### src/rtl/pong_game_flow.sv
// Pong game-flow sequencer: button conditioning, screen FSM, score keeping.
// Drives menu reset plus ball/paddle run and restart controls.

module pong_button_cond #(
    parameter int DEBOUNCE_CYCLES = 250000,
    parameter int CNT_WIDTH       = 18
) (
    input  logic clock,
    input  logic reset,
    input  logic button,
    output logic press
);

    localparam logic [CNT_WIDTH-1:0] CNT_LAST = CNT_WIDTH'(DEBOUNCE_CYCLES - 1);

    logic                 sync_a;
    logic                 sync_b;
    logic                 level;
    logic                 level_q;
    logic [CNT_WIDTH-1:0] count;

    // Two-flop synchronizer for the asynchronous button input.
    always_ff @(posedge clock or posedge reset) begin
        if (reset) begin
            sync_a <= 1'b1;
            sync_b <= 1'b1;
        end else begin
            sync_a <= button;
            sync_b <= sync_a;
        end
    end

    // Accept a new level only after it stays different for the full window.
    always_ff @(posedge clock or posedge reset) begin
        if (reset) begin
            level <= 1'b1;
            count <= '0;
        end else if (sync_b != level) begin
            if (count == CNT_LAST) begin
                level <= sync_b;
                count <= '0;
            end else begin
                count <= count + 1'b1;
            end
        end else begin
            count <= '0;
        end
    end

    // Single-cycle pulse on the edge after the debounced level falls.
    always_ff @(posedge clock or posedge reset) begin
        if (reset) begin
            level_q <= 1'b1;
            press   <= 1'b0;
        end else begin
            level_q <= level;
            press   <= level_q & ~level;
        end
    end

endmodule

module pong_game_flow #(
    parameter int WIN_SCORE       = 7,
    parameter int DEBOUNCE_CYCLES = 250000,
    parameter int CNT_WIDTH       = 18
) (
    input  logic       clock,
    input  logic       reset,
    input  logic       button_select,
    input  logic       button_pause,
    input  logic [2:0] main_selection,
    input  logic [2:0] paused_selection,
    input  logic       point_left,
    input  logic       point_right,
    output logic [1:0] screen,
    output logic       menu_reset,
    output logic       game_run,
    output logic       game_restart,
    output logic [3:0] score_left,
    output logic [3:0] score_right,
    output logic       winner
);

    typedef enum logic [1:0] {
        MAIN      = 2'd0,
        PLAYING   = 2'd1,
        PAUSED    = 2'd2,
        GAME_OVER = 2'd3
    } state_t;

    localparam logic [3:0] WIN = 4'(WIN_SCORE);

    state_t     state;
    state_t     state_n;
    logic [3:0] left_n;
    logic [3:0] right_n;
    logic [3:0] left_sum;
    logic [3:0] right_sum;
    logic       winner_n;
    logic       restart_n;
    logic       menu_reset_n;
    logic       select_press;
    logic       pause_press;

    pong_button_cond #(
        .DEBOUNCE_CYCLES(DEBOUNCE_CYCLES),
        .CNT_WIDTH      (CNT_WIDTH)
    ) u_select (
        .clock (clock),
        .reset (reset),
        .button(button_select),
        .press (select_press)
    );

    pong_button_cond #(
        .DEBOUNCE_CYCLES(DEBOUNCE_CYCLES),
        .CNT_WIDTH      (CNT_WIDTH)
    ) u_pause (
        .clock (clock),
        .reset (reset),
        .button(button_pause),
        .press (pause_press)
    );

    assign screen    = state;
    assign left_sum  = score_left + 4'(point_left);
    assign right_sum = score_right + 4'(point_right);

    // Screen state register together with scores and control outputs.
    always_ff @(posedge clock or posedge reset) begin
        if (reset) begin
            state        <= MAIN;
            score_left   <= '0;
            score_right  <= '0;
            winner       <= 1'b0;
            game_run     <= 1'b0;
            game_restart <= 1'b0;
            menu_reset   <= 1'b0;
        end else begin
            state        <= state_n;
            score_left   <= left_n;
            score_right  <= right_n;
            winner       <= winner_n;
            game_run     <= (state_n == PLAYING);
            game_restart <= restart_n;
            menu_reset   <= menu_reset_n;
        end
    end

    // Next screen, score updates and one-cycle control pulses.
    always_comb begin
        state_n      = state;
        left_n       = score_left;
        right_n      = score_right;
        winner_n     = winner;
        restart_n    = 1'b0;
        menu_reset_n = 1'b1;
        unique case (state)
            MAIN: begin
                if (select_press && main_selection == 3'd0) begin
                    state_n   = PLAYING;
                    left_n    = '0;
                    right_n   = '0;
                    winner_n  = 1'b0;
                    restart_n = 1'b1;
                end
            end
            PLAYING: begin
                if (pause_press) begin
                    state_n      = PAUSED;
                    menu_reset_n = 1'b0;
                end else begin
                    left_n  = left_sum;
                    right_n = right_sum;
                    if (left_sum == WIN || right_sum == WIN) begin
                        state_n  = GAME_OVER;
                        winner_n = (left_sum != WIN);
                    end
                end
            end
            PAUSED: begin
                if (select_press) begin
                    if (paused_selection == 3'd0) begin
                        state_n = PLAYING;
                    end else if (paused_selection == 3'd1) begin
                        state_n   = PLAYING;
                        left_n    = '0;
                        right_n   = '0;
                        restart_n = 1'b1;
                    end else if (paused_selection == 3'd2) begin
                        state_n      = MAIN;
                        menu_reset_n = 1'b0;
                    end
                end else if (pause_press) begin
                    state_n = PLAYING;
                end
            end
            GAME_OVER: begin
                if (select_press) begin
                    state_n      = MAIN;
                    menu_reset_n = 1'b0;
                end
            end
        endcase
    end

endmodule

### config.mk
export PLATFORM = sky130hd
export DESIGN_NAME = pong_game_flow
export DESIGN_NICKNAME = d
export VERILOG_FILES = /design/src/rtl/pong_game_flow.sv
export SDC_FILE = /design/constraint.sdc
export NUM_CORES = 1
export LEC_CHECK = 0
export BUFFER_PORTS_ARGS = -buffer_cell sky130_fd_sc_hd__buf_2
export CORE_UTILIZATION = 53
export DETAILED_ROUTE_END_ITERATION = 8
export PLACE_DENSITY = 0.76
export SYNTH_ARGS = -nofsm -noshare
export SYNTH_HDL_FRONTEND = slang
export SYNTH_HIERARCHICAL = 1
export SYNTH_SLANG_ARGS = --single-unit
### constraint.sdc
create_clock -name clock -period 1.85 [get_ports clock]
set_clock_uncertainty 0.1 [all_clocks]
set_input_delay 0.0925 -clock clock [delete_from_list [all_inputs] [get_ports clock]]
set_output_delay 0.0925 -clock clock [all_outputs]
set_load 0.01 [all_outputs]
==> results by group <==
Logic synthesis
  – Mapped Area: 3060 µm²
  – Share of flip-flops with an asynchronous set or reset: 100%
  – Sequential-to-total area share from yosys stat: 49.4%
  – Unique masters post-synth: 48
  – Area contributors post-synth: dfrtp_1, dfstp_2, xnor2_1
  – Number of synthesized flops with an enable pin: 0
  – Yosys top cell by area: dfrtp_1
  – Syn Nets: 322
  – Post-synthesis area per instance: about 10 µm²
  – Synth warn: 6
  – Most used flip-flop cell after synthesis: dfrtp_1
  – Seq cells post-synth: 60
  – Synth top area share: 42.5%
  – Mapped Cells: 304

Setup path
  – CP most frequent cell: ha_4
  – Crit Path Category: reg2reg
  – Startpoint types: flip-flop
  – Slowest cell delay on critical path: between 0.4 and 0.5 ns
  – CP Cell Sequence: ha_4 > ha_4 > nand2_1 > nor4b_2 > a41oi_2 > a21oi_2 > o21ba_2
  – Critical Path RT: 1.98 ns
  – CP max-delay cell: dfrtp_1
  – RR Startpoint: score_left[0]$_DFFE_PP0P_
  – Worst setup EP type: flip-flop
  – Worst Path Buf+Inv: 0
  – Worst r2r dst: winner$_DFFE_PP0P_
  – Crit Path Max Fanout: 3
  – R2R setup slack: -0.02 ns
  – R2R cell count: 7
  – Delay-heaviest family, CP: adder cells
  – Critical path arrival: 1.99 ns

Timing
  – Final-report setup violation count: 7
  – Final Hold Viols: 0
  – RSZ-0062 raised after global routing: yes
  – Min cycle time layout: 1.87 ns
  – Slew Viols, Final: 0
  – Worst-Margin Slew: between 0.5 and 0.6 ns
  – Setup WS post-layout: -0.0181 ns
  – Slew HR: 63.6%
  – Max Freq: 0.535 GHz
  – Post-route clock period utilization: 101%

Placed design
  – RD Place Congestion: 0.874
  – Port buffer count: 25
  – Post-Place Cells: roughly 410
  – Placed Area: ~3400 µm²
  – Detailed Place HPWL: around 4.4 mm

Run
  – Max-cap violations: 0

Route
  – Initial drt markers: between 150 and 200
  – Vias per cell: about 5.8
  – DR pass1 iterations: 5
  – Vias after detailed routing: 2588
  – Drt wl/cell: 15.3 µm
  – ANT nets after route: 0
  – Routed WL: 6.79 mm
  – Post-route DRC: 0

Power
  – P_leak: ~1.6 nW
  – Worst IR drop on VDD: 598 µV
  – Power density cells: 688 nW/µm²

CTS
  – H-tree lvl count: 3
  – Clock root cell: clkbuf_8
  – Worst skew pair latency: 0.33 ns
  – Clock slew seen by the registers of the worst setup and hold paths: 0.07 ns
  – CTS tree: built
  – Bufs on Longest Clock Path: 2
  – Number of buffers created by CTS: 9
  – # clock sinks: 60

Final layout
  – Non-Filler Instances: around 450
  – Final Core Density: between 60% and 70%
  – Register area: 1510 µm²
  – Share of cells above drive strength 1: 29.8%
  – ANT cells: 0
  – # nets final: 386
  – Number of fill cells: 410
  – Final instance area: 3820 µm²
  – Synth-to-Final Area Change: 24.9%
  – Multi-input logic area: 1520 µm²

Floorplan
  – Die Y: 78.0 µm
  – Initial core utilization: between 50% and 60%
  – Die Wd: 78.0 µm
  – I/O pin cnt: 26
  – Die Area: just over 6000 µm²
  – Area of the core: between 5000 and 6000 µm²
  – Num rows: 27

Min path
  – Hold Crit Class: in2reg
  – Worst Hold Path EP: game_restart$_DFF_PP0_
  – Worst Min Path Start: paused_selection[2]
  – Worst hold stages: 4

Global routing
  – Vias in the first global route: 2396
  – First-pass GRT wire length: ~11 mm
  – Initial antenna violation count: 0
  – Global route overflow: 0
  – Largest net degree at the start of global routing: 24
  – Gr usage total: 22.6%

Run status
  – Run status: finished, violations left
  – Failing checks: negative setup slack
-- synthesized netlist by cell type, drive strengths merged (9+ instances only) --
cell / number
a21oi: 10
dfrtp: 52
nand2: 34
nand4: 20
nor2: 36
nor3: 9
o21ai: 9
xnor2: 17
xor2: 13
-- worst max path at each step --
stage               depth (start not counted)  slack (ns)                      endpoint                    startpoint
global route                                5       -0.07  u_select/count[14]$_DFF_PP0_  u_select/count[13]$_DFF_PP0_
detailed placement                          7       -0.07            game_run$_DFF_PP0_     score_left[0]$_DFFE_PP0P_
finish                                      7       -0.02            winner$_DFFE_PP0P_     score_left[0]$_DFFE_PP0P_
floorplan                                   7        0.03            winner$_DFFE_PP0P_     score_left[0]$_DFFE_PP0P_
CTS                                         6        0.01            game_run$_DFF_PP0_    score_right[0]$_DFFE_PP0P_
global placement                            6        0.02            game_run$_DFF_PP0_    score_right[0]$_DFFE_PP0P_
-- cell usage in the layout, fill, tap and decap left out, types with 3 or more instances in the layout --
master         synthesis  layout
o31ai_1                4       4
nand3_1                7       7
nor2_2                 0       3
dfrtp_1               52      51
buf_4                  0      29
ha_1                   6       3
dlygate4sd3_1          0       8
nand2_1               34      34
xnor2_1               17      17
nor2b_1                6       5
nor4_1                 6       6
nor3_1                 9       9
buf_2                  2      25
clkbuf_8               0      11
nand4_1               20      20
nor2_1                36      32
o21ai_1                4       4
buf_6                  4       5
xor2_1                13      13
inv_1                  6       6
or4_1                  4       4
o21ai_0                5       5
nand2b_1               3       3
and3_1                 6       6
a21oi_1               10       8
dfstp_2                8       8
clkbuf_1               6       3
-- state kept, by name, indices dropped and copies added (netlist names), 2 cells and up --
name,flops
u_pause/count,18
u_select/count,18
score_left,4
score_right,4
screen,2
-- worst reg2reg max path: stages, from the launching register on --
cell and delay, ns:
dfrtp_1 0.41, ha_4 0.19, ha_4 0.27, nand2_1 0.06, nor4b_2 0.30, a41oi_2 0.09, a21oi_2 0.17, o21ba_2 0.17
-- per-layer routing --
layer	routed length (µm)	track usage (%)	up-vias
li1	-	-	1211
met1	2860	28.2	1269
met2	3490	37.6	97
met3	353	5.65	11
met4	78	9.07	0
met5	0	0	-
-- power by group --
part           total, W  internal, W  switching [W]
Clock           0.00117     0.000695       0.000470
Combinational  0.000119    0.0000502      0.0000691
Sequential      0.00135      0.00133      0.0000157
Total           0.00263      0.00208       0.000555
-- metrics by stage --
stage               hold slack (ns)  total power, W  worst slack (ns)  TNS [ns]
floorplan                    -0.118         0.00143            0.0256         0
CTS                          0.0323         0.00264            0.0128         0
global placement             0.0710         0.00146            0.0182         0
detailed placement           0.0787         0.00147           -0.0689   -0.0978
finish                       0.0571         0.00263           -0.0181   -0.0681
global route                 0.0745         0.00274           -0.0745     -1.48
-- cell families after synthesis --
family / synth area share [%]
AOI/OAI and AO/OA: 8.26
muxes: 0.736
and+or+nand+nor: 26.0
xor gates and xnor gates: 8.58
buffers and inverters: 4.58
adders and majority gates: 2.45
DFF: 49.4
-- cell type report --
cell class                 count  share of cell area [%]
multi-input combinational    224                    39.8
sequential                    60                    39.5
timing repair buffer          67                    12.5
clock buffer                  14                    4.25
tap                           72                    2.36
clock inverter                 2                   0.916
inverter                       6                   0.589
-- repair_timing --
item	4_1_cts	5_1_grt
hold endpoints to repair	64	0
hold buffers	8	0
setup endpoints to repair	5	36
pin swaps	1	10
gates resized for setup	6	23
buffers inserted	0	6
gates cloned	0	1
(Power assumes the default switching activity.)
